<file path="config.mk">
export PLATFORM = sky130hd
export DESIGN_NAME = ball_collision
export DESIGN_NICKNAME = d
export VERILOG_FILES = /design/src/rtl/ball_collision.sv
export SDC_FILE = /design/constraint.sdc
export NUM_CORES = 1
export LEC_CHECK = 0
export ABC_AREA = 1
export BUFFER_PORTS_ARGS = -buffer_cell sky130_fd_sc_hd__buf_2
export CAP_MARGIN = 20
export CELL_PAD_IN_SITES_DETAIL_PLACEMENT = 0
export CELL_PAD_IN_SITES_GLOBAL_PLACEMENT = 1
export CORE_ASPECT_RATIO = 0.6
export CORE_MARGIN = 5
export CORE_UTILIZATION = 42
export CTS_CLUSTER_SIZE = 24
export DETAILED_ROUTE_END_ITERATION = 6
export HOLD_SLACK_MARGIN = 0.06
export PLACE_DENSITY_LB_ADDON = 0.1
export SLEW_MARGIN = 20
export SYNTH_ARGS = -nofsm -noshare
export SYNTH_HDL_FRONTEND = slang
export SYNTH_SLANG_ARGS = --single-unit
export TNS_END_PERCENT = 20
</file>
<file path="constraint.sdc">
create_clock -name CLOCK_50 -period 4.3 [get_ports CLOCK_50]
set_input_delay 0.86 -clock CLOCK_50 [delete_from_list [all_inputs] [get_ports CLOCK_50]]
set_output_delay 0.86 -clock CLOCK_50 [all_outputs]
set_load 0.01 [all_outputs]
</file>
<file path="src/rtl/ball_collision.sv">
// Per-update ball collision engine: wall/paddle tests, then X, Y and corner
// brick probes through an indexed health lookup, one result strobe per update.
module ball_collision #(
    parameter int unsigned ANCHOR_LEFT = 2,
    parameter int unsigned ANCHOR_TOP  = 4,
    parameter int unsigned PITCH_X     = 20,
    parameter int unsigned PITCH_Y     = 12,
    parameter int unsigned BRICK_W     = 16,
    parameter int unsigned BRICK_H     = 8,
    parameter int unsigned SCREEN_W    = 160,
    parameter int unsigned SCREEN_H    = 120,
    parameter int unsigned PADDLE_Y    = 110,
    parameter int unsigned PADDLE_W    = 24
) (
    input  logic       CLOCK_50,
    input  logic       RESET,
    input  logic       START,
    input  logic [7:0] BALL_X,
    input  logic [7:0] BALL_Y,
    input  logic       DIR_X,
    input  logic       DIR_Y,
    input  logic [7:0] PADDLE_X,
    output logic [4:0] HEALTH_IDX,
    input  logic [2:0] HEALTH_IN,
    output logic       BUSY,
    output logic       DONE,
    output logic       BOUNCE_LEFT,
    output logic       BOUNCE_RIGHT,
    output logic       BOUNCE_UP,
    output logic       BOUNCE_DOWN,
    output logic       HIT,
    output logic       MISS,
    output logic [4:0] HIT_IDX,
    output logic [7:0] COLLISION_X,
    output logic [7:0] COLLISION_Y
);

    typedef enum logic [3:0] {
        IDLE, WALL, PX_ADDR, PX_CHK, PY_ADDR, PY_CHK, PC_ADDR, PC_CHK, FIN
    } state_e;

    state_e     state_q;
    logic [7:0] x_q, y_q, pad_q;
    logic       dir_x_q, dir_y_q;
    logic       wall_bl_q, wall_br_q, wall_bu_q, wall_bd_q, wall_miss_q;
    logic [4:0] health_idx_q, hit_idx_q;
    logic [7:0] coll_x_q, coll_y_q;
    logic       busy_q, done_q, bl_q, br_q, bu_q, bd_q, hit_q, miss_q;

    logic [7:0] nx, ny, px, py, dx, dy;
    logic       use_nx, use_ny, in_grid, is_chk, brick_hit, to_fin;
    logic [4:0] idx;

    // Probe point for the current state and its grid membership / brick index
    always_comb begin
        nx      = dir_x_q ? x_q + 8'd1 : x_q - 8'd1;
        ny      = dir_y_q ? y_q + 8'd1 : y_q - 8'd1;
        use_nx  = (state_q == PX_ADDR) || (state_q == PX_CHK) ||
                  (state_q == PC_ADDR) || (state_q == PC_CHK);
        use_ny  = (state_q == PY_ADDR) || (state_q == PY_CHK) ||
                  (state_q == PC_ADDR) || (state_q == PC_CHK);
        px      = use_nx ? nx : x_q;
        py      = use_ny ? ny : y_q;
        dx      = px - 8'(ANCHOR_LEFT);
        dy      = py - 8'(ANCHOR_TOP);
        in_grid = (px >= 8'(ANCHOR_LEFT)) && (dx < 8'(8 * PITCH_X)) &&
                  ((dx % 8'(PITCH_X)) < 8'(BRICK_W)) &&
                  (py >= 8'(ANCHOR_TOP)) && (dy < 8'(4 * PITCH_Y)) &&
                  ((dy % 8'(PITCH_Y)) < 8'(BRICK_H));
        idx     = {2'(dy / 8'(PITCH_Y)), 3'(dx / 8'(PITCH_X))};
        is_chk  = (state_q == PX_CHK) || (state_q == PY_CHK) || (state_q == PC_CHK);
        brick_hit = is_chk && (HEALTH_IN != 3'd0);
        to_fin  = ((state_q == PC_ADDR) && !in_grid) || brick_hit || (state_q == PC_CHK);
    end

    always_ff @(posedge CLOCK_50) begin
        if (RESET) begin
            state_q      <= IDLE;
            x_q          <= 8'd0;
            y_q          <= 8'd0;
            pad_q        <= 8'd0;
            dir_x_q      <= 1'b0;
            dir_y_q      <= 1'b0;
            wall_bl_q    <= 1'b0;
            wall_br_q    <= 1'b0;
            wall_bu_q    <= 1'b0;
            wall_bd_q    <= 1'b0;
            wall_miss_q  <= 1'b0;
            health_idx_q <= 5'd0;
            hit_idx_q    <= 5'd0;
            coll_x_q     <= 8'd0;
            coll_y_q     <= 8'd0;
            busy_q       <= 1'b0;
            done_q       <= 1'b0;
            bl_q         <= 1'b0;
            br_q         <= 1'b0;
            bu_q         <= 1'b0;
            bd_q         <= 1'b0;
            hit_q        <= 1'b0;
            miss_q       <= 1'b0;
        end else begin
            case (state_q)
                IDLE: if (START) begin
                    x_q     <= BALL_X;
                    y_q     <= BALL_Y;
                    pad_q   <= PADDLE_X;
                    dir_x_q <= DIR_X;
                    dir_y_q <= DIR_Y;
                    busy_q  <= 1'b1;
                    state_q <= WALL;
                end
                WALL: begin
                    wall_br_q <= (x_q == 8'd0) && !dir_x_q;
                    wall_bl_q <= (x_q == 8'(SCREEN_W - 1)) && dir_x_q;
                    wall_bd_q <= (y_q == 8'd0) && !dir_y_q;
                    if (dir_y_q && (({1'b0, y_q} + 9'd1) == 9'(PADDLE_Y)) && (x_q >= pad_q) &&
                        ({1'b0, x_q} <= ({1'b0, pad_q} + 9'(PADDLE_W - 1)))) begin
                        wall_bu_q   <= 1'b1;
                        wall_miss_q <= 1'b0;
                    end else begin
                        wall_bu_q   <= 1'b0;
                        wall_miss_q <= dir_y_q && (y_q == 8'(SCREEN_H - 1));
                    end
                    state_q <= PX_ADDR;
                end
                PX_ADDR: begin
                    if (in_grid) health_idx_q <= idx;
                    state_q <= in_grid ? PX_CHK : PY_ADDR;
                end
                PX_CHK:  state_q <= brick_hit ? FIN : PY_ADDR;
                PY_ADDR: begin
                    if (in_grid) health_idx_q <= idx;
                    state_q <= in_grid ? PY_CHK : PC_ADDR;
                end
                PY_CHK:  state_q <= brick_hit ? FIN : PC_ADDR;
                PC_ADDR: begin
                    if (in_grid) health_idx_q <= idx;
                    state_q <= in_grid ? PC_CHK : FIN;
                end
                PC_CHK:  state_q <= FIN;
                FIN: begin
                    busy_q  <= 1'b0;
                    done_q  <= 1'b0;
                    bl_q    <= 1'b0;
                    br_q    <= 1'b0;
                    bu_q    <= 1'b0;
                    bd_q    <= 1'b0;
                    hit_q   <= 1'b0;
                    miss_q  <= 1'b0;
                    state_q <= IDLE;
                end
                default: state_q <= IDLE;
            endcase

            // Result strobe is loaded on the edge entering FIN
            if (to_fin) begin
                done_q <= 1'b1;
                bl_q   <= wall_bl_q | (brick_hit & use_nx &  dir_x_q);
                br_q   <= wall_br_q | (brick_hit & use_nx & ~dir_x_q);
                bu_q   <= wall_bu_q | (brick_hit & use_ny &  dir_y_q);
                bd_q   <= wall_bd_q | (brick_hit & use_ny & ~dir_y_q);
                hit_q  <= brick_hit;
                miss_q <= wall_miss_q;
                if (brick_hit) begin
                    hit_idx_q <= health_idx_q;
                    coll_x_q  <= px;
                    coll_y_q  <= py;
                end else begin
                    coll_x_q  <= x_q;
                    coll_y_q  <= y_q;
                end
            end
        end
    end

    assign HEALTH_IDX   = health_idx_q;
    assign BUSY         = busy_q;
    assign DONE         = done_q;
    assign BOUNCE_LEFT  = bl_q;
    assign BOUNCE_RIGHT = br_q;
    assign BOUNCE_UP    = bu_q;
    assign BOUNCE_DOWN  = bd_q;
    assign HIT          = hit_q;
    assign MISS         = miss_q;
    assign HIT_IDX      = hit_idx_q;
    assign COLLISION_X  = coll_x_q;
    assign COLLISION_Y  = coll_y_q;

endmodule

</file>
# Word level (Yosys, flattened, before mapping)

Index checks and enable logic that the tools add are counted.

Add/sub/neg operators: 8
Div/mod/pow operators: 4
$lt $le $gt $ge: 8
Equality and inequality tests: 12
Multiplexer cells: 25
Bitwise operators: 12
Reduce and logical (&&, ||, !) cells: 38

Operators by type and width:

| operator              | count |
|---|---|
| $mux W8               | 6 |
| $pmux W4 S8           | 1 |
| $add A8 B1 Y8 const B | 2 |
| $eq A4 B3 Y1 const B  | 4 |
| $logic_not A8 Y1      | 2 |
| $mux W4               | 4 |
| $sub A8 B1 Y8 const B | 2 |
| $logic_and A1 B1 Y1   | 14 |
| $mux W1               | 11 |
| $logic_or A1 B1 Y1    | 10 |
| $add A8 B1 Y9 const B | 1 |
| $add A8 B5 Y9 const B | 1 |
| $eq A9 B7 Y1 const B  | 1 |
| $le A8 B9 Y1          | 1 |
| $div A8 B4 Y8 const B | 1 |
| $div A8 B5 Y8 const B | 1 |
| $eq A4 B2 Y1 const B  | 2 |
| $eq A8 B7 Y1 const B  | 1 |
| $eq A8 B8 Y1 const B  | 1 |
| $ge A8 B2 Y1 const B  | 1 |
| $ge A8 B3 Y1 const B  | 1 |
| $ge A8 B8 Y1          | 1 |
| $lt A8 B4 Y1 const B  | 1 |
| $lt A8 B5 Y1 const B  | 1 |
| 21 further kinds      | 36 |

Register bits after elaboration: 69
Output and inout bits: 34
Logic and storage cells: 130

# Depth between registers and ports, before layout

Word-level depth: 17
Depth in mapped cells: 37

# Worst setup path before layout

Ideal clock, no wire load.

Path type: register to register
From: register dir_y_q
To: register coll_x_q[0], in the netlist COLLISION_X[0]
Library setup time: 0.113 ns
Arrival: 3.825 ns
Required time: 4.187 ns
Setup slack: 0.361 ns
Cell stages (with the launch flop): 30
Buffers on the path: 1
Clock period less this slack: 3.939 ns
Path through: dfxtp_1 > inv_1 > ha_1 > a21oi_1 > nand2_1 > xor2_1 > o21ai_0 > ha_1 > inv_1 > nor2_1 > inv_1 > nor2_1 > nand3_1 > nand3_1 > o21ai_1 > nand2_1 > nand3_2 > nand2_1 > nand2_1 > nand3_2 > nand3_1 > nand3_1 > inv_1 > nor2_2 > nand4_2 > nand2_4 > nand2_4 > buf_4 > o21ai_1 > nor2_1

Cells in the longest elaborated chain, start to end: 10
Elaborated cells on any way between the ends: 14
Those cells by class: add/sub: 1; div: 1; order compare: 3; mux: 2; reduce/logical: 7

Ends and longest elaborated chain:

| item                                                       | line   | source |
|---|---|---|
| start: declaration                                         | 44     | `logic dir_x_q, dir_y_q;` |
| start signal: assignment                                   | 83     | `dir_y_q <= 1'b0;` |
| start signal: assignment                                   | 108    | `dir_y_q <= DIR_Y;` |
| $mux W8 (*)                                                | 57     | `ny = dir_y_q ? y_q + 8'd1 : y_q - 8'd1;` |
| $mux W8 (*)                                                | 63     | `py = use_ny ? ny : y_q;` |
| $sub A8 B3 Y8 / $ge A8 B3 Y1 (equally long branches)       | 65, 68 |  |
| $mod A8 B4 Y8 (tied with other cells)                      | 69     | `((dy % 8'(PITCH_Y)) < 8'(BRICK_H));` |
| $lt A8 B4 Y1 / $logic_and A1 B1 Y1 (equally long branches) | 69, 68 |  |
| $logic_and A1 B1 Y1 (*)                                    | 68     | `(py >= 8'(ANCHOR_TOP)) && (dy < 8'(4 * PITCH_Y)) &&` |
| $logic_not A1 Y1 (*)                                       | 73     | `to_fin = ((state_q == PC_ADDR) && !in_grid) \|\| brick_hit \|\| (state_q == PC_CHK);` |
| $logic_and A1 B1 Y1 (*)                                    | 73     |  |
| $logic_or A1 B1 Y1 (*) (2 in series)                       | 73     |  |
| end signal: assignment                                     | 166    | `coll_x_q <= px;` |
| end signal: assignment                                     | 169    | `coll_x_q <= x_q;` |
| end: declaration                                           | 47     | `logic [7:0] coll_x_q, coll_y_q;` |

Mark *: on every way between the ends. The rest lies on a longest branch, timed or not.
A chain may end at the register's enable or synchronous reset.

# Worst setup path after layout

From: register dir_y_q
To: register health_idx_q[0], in the netlist HEALTH_IDX[0]

Cells in the longest elaborated chain, start to end: 7
Elaborated cells on any way between the ends: 11
Those cells by class: add/sub: 1; div: 1; order compare: 3; mux: 2; reduce/logical: 4

Ends and longest elaborated chain:

| item                                                       | line   | source |
|---|---|---|
| $mux W8 (*)                                                | 57     |  |
| $mux W8 (*)                                                | 63     |  |
| $sub A8 B3 Y8 / $ge A8 B3 Y1 (equally long branches)       | 65, 68 |  |
| $mod A8 B4 Y8 (tied with other cells)                      | 69     |  |
| $lt A8 B4 Y1 / $logic_and A1 B1 Y1 (equally long branches) | 69, 68 |  |
| $logic_and A1 B1 Y1 (*)                                    | 68     |  |
| $reduce_and A2 Y1 (no source line) (*)                     | --     |  |
| end signal: assignment                                     | 127    | `if (in_grid) health_idx_q <= idx;` |
| end signal: assignment                                     | 132    | `if (in_grid) health_idx_q <= idx;` |
| end signal: assignment                                     | 137    | `if (in_grid) health_idx_q <= idx;` |
| end: declaration                                           | 46     | `logic [4:0] health_idx_q, hit_idx_q;` |

Marked as above.

==> summary.md <==
| Metric | Value |
|---|---|
| Most common cell after layout, fill and taps aside | nand2_1 |
| 1st-pass router iterations | 5 |
| Hold Crit Class | reg -> reg |
| Clock Latency Late Sink | 0.34 ns |
| Routed WL | 16.7 mm |
| Tot GR Track Use | 22.1% |
| Worst-Margin Slew | 0.932 ns |
| Initial antenna violation count | 0 |
| Async SR Flop Fraction | 0% |
| Wire length per cell | 15.4 um |
| Seq/Total Area, Yosys | approximately a quarter |
| Die area | 14900 um^2 |
| Count of input and output buffers | 65 |
| Startpoint Class | flip-flop |
| Num ports | 66 |
| CTS Buf Count | 9 |
| CTS Sinks | 69 |
| CP max stage cell | dfxtp_4 |
| WP data arrival | 4.39 ns |
| Largest net degree at the start of global routing | 39 |
| Die X-Extent | 154 um |
| Final Max Slew Viols | 0 |
| Synth Instances | between 800 and 900 |
| Ys Warns | 0 |
| Final setup fails | 0 |
| Netlist Area Pre-Place | 5250 um^2 |
| H-tree levels | 3 |
| Final Non-Filler Cells | between 1000 and 1500 |
| Period utilisation layout | 96.9% |
| WS Path Type | reg -> reg |
| Vias in the first global route | 5132 |
| RSZ-0062 raised after global routing | true |
| Clock-pin slew on the worst setup and hold paths | ~0.060 ns |
| Fin. Hold Viols | 0 |
| Rows | 31 |
| Post-detail-place hpwl | about 13 mm |
| Most frequent cells in the layout | nand2_1 (176), inv_1 (94), nor2_1 (72) |
| Synth Area per Inst | 6.49 um^2 |
| Placer Congestion | roughly 0.9 |
| Core area | 12100 um^2 |
| # diodes | 0 |
| Vias/cell | 5.25 |
| Fin crit period | 4.17 ns |
| Clk_skew | approximately 0.0067 ns |
| Placed cells | between 1000 and 1500 |
| Via count | approximately 5700 |
| Main synth FF type | dfxtp_1 |
| Synthesized net count | 879 |
| Longest Clk Path Bufs | 2 |
| Synthesis-stage register bit count | 69 |
| Yosys cell types | between 40 and 50 |
| CTS tree | done |
| NumNets Final | 980 |
| Outcome | finished clean |
| Post-synth EDFFs | 0 |
| Slew headroom | 37.7% |
| Fmax | 0.240 GHz |
| Clk Tree Root Cell | clkbuf_16 |
| ANT nets after route | 0 |
| CP max FO | 7 |
| Die Y | 96.6 um |
| Initial drt markers | about 400 |
| Residual DRC | 0 |
| Setup TNS | 0 ns |
| # hold bufs at CTS | 0 |
| CP max stage delay | 0.39 ns |
| Share of cells above drive strength 1 | a little under a quarter |
| Crit end category | flip-flop |
| Syn-to-layout area delta | 24.0% |
| Starting density of the core | 43.2% |
| Req. time, crit path | 4.53 ns |
| First-pass GRT wire length | 26.3 mm |
| Congestion Overflow GR | 0 |
| Max-cap violations | 0 |
[cell families after synthesis]
family | Yosys count | share of synthesized area (%)
buffers and inverters | 129 | 10.0
DFF | 69 | 26.3
xor gates and xnor gates | 12 | 2.00
muxes | 1 | 0.191
and+or+nand+nor | 390 | 34.1
adders and majority gates | 39 | 9.59
AOI/OAI and AO/OA | 168 | 17.7
[synth_stat cells, types with 2 or more instances]
cell	count	area (um^2)
o21a_1	2	15.0
xnor2_1	3	26.3
inv_2	5	18.8
nand2_4	3	33.8
a31oi_1	3	18.8
buf_6	4	45.0
inv_1	98	368
nor3_1	7	35.0
fa_1	2	40.0
a21oi_1	63	315
nand4_2	2	25.0
a21o_1	3	22.5
a211oi_1	2	15.0
clkbuf_1	17	63.8
a2111oi_0	2	17.5
nor2_2	3	18.8
o21ai_1	16	80.1
nand3_1	57	285
dfxtp_1	69	1380
buf_4	2	15.0
nor2_4	3	33.8
nand2_2	14	87.6
nand4_1	19	119
nor4_1	6	37.5
o21bai_1	6	45.0
nor2_1	77	289
nand2_1	185	694
o21ai_0	60	300
xor2_1	9	78.8
nand3_2	11	110
o211ai_1	2	15.0
ha_1	37	463
[metal layers]
metal  part of all wire [%]  track usage (%)  vias up
met5                      0                0        -
li1                       -                -     2874
met1                     52             33.5     2607
met3                    6.6             4.81        8
met2                     41             32.7      181
met4                   0.53             3.01        0
[timing repair]
| item | in CTS | in global routing |
|---|---|---|
| endpoints found under the hold margin | 0 | 0 |
| gates resized for setup | 2 | 52 |
| buffers inserted | 1 | 5 |
| gates cloned | 0 | 0 |
| endpoints found under the setup margin | 30 | 32 |
| pin swaps | 1 | 7 |
[state kept, by name (all words and copies together), names as in the netlist, 4 cells and up]
name	count
COLLISION_X	8
state_q	4
COLLISION_Y	8
y_q	8
HEALTH_IDX	5
pad_q	8
x_q	8
HIT_IDX	5
[path summary, 6_finish.rpt]
path,from,to,slack [ns],depth (start not counted)
worst min register to register,wall_bd_q,wall_bd_q,0.46,2
worst max-delay path,dir_y_q,HEALTH_IDX[0],0.13,30
worst min-delay path,wall_bd_q,wall_bd_q,0.46,2
worst max register to register,dir_y_q,HEALTH_IDX[0],0.13,30
[metrics by stage]
| step | utilization, % | hold WS (ns) | instance area [um^2] | worst slack (ns) |
|---|---|---|---|---|
| final | 53.6 | 0.464 | 6500 | 0.134 |
| after global routing | 53.6 | 0.489 | 6500 | -0.171 |
| after CTS | 51.6 | 0.461 | 6260 | 0.0401 |
| after detailed placement | 49.2 | 0.452 | 5970 | -0.0938 |
| after global placement | 49.2 | 0.442 | 5970 | 0.0630 |
| after floorplan | - | 0.431 | 5250 | 0.361 |
[layout make-up]
| cell class | instances | area (um^2) |
|---|---|---|
| fillers | 1239 | 5640 |
| multi-input cells | 610 | 3530 |
| flip-flops and latches | 69 | 1390 |
| repair buffers | 114 | 697 |
| inverters | 105 | 400 |
| clock buffers | 11 | 243 |
| well taps | 165 | 206 |
| clock inverters | 5 | 33.8 |
[critical path, delay by kind of cell, from the launching register on]
family | cells | cell delay (ns)
AO/OA/AOI/OAI | 2 | 0.24
XOR/XNOR | 1 | 0.24
adder cells (fa/ha/maj) | 2 | 0.51
buffers and inverters | 6 | 0.67
flip-flops | 1 | 0.39
AND/OR/NAND/NOR | 19 | 1.98
Power is not shown: default switching activity piles up to over one toggle a cycle in this logic, so the estimate is an artifact.
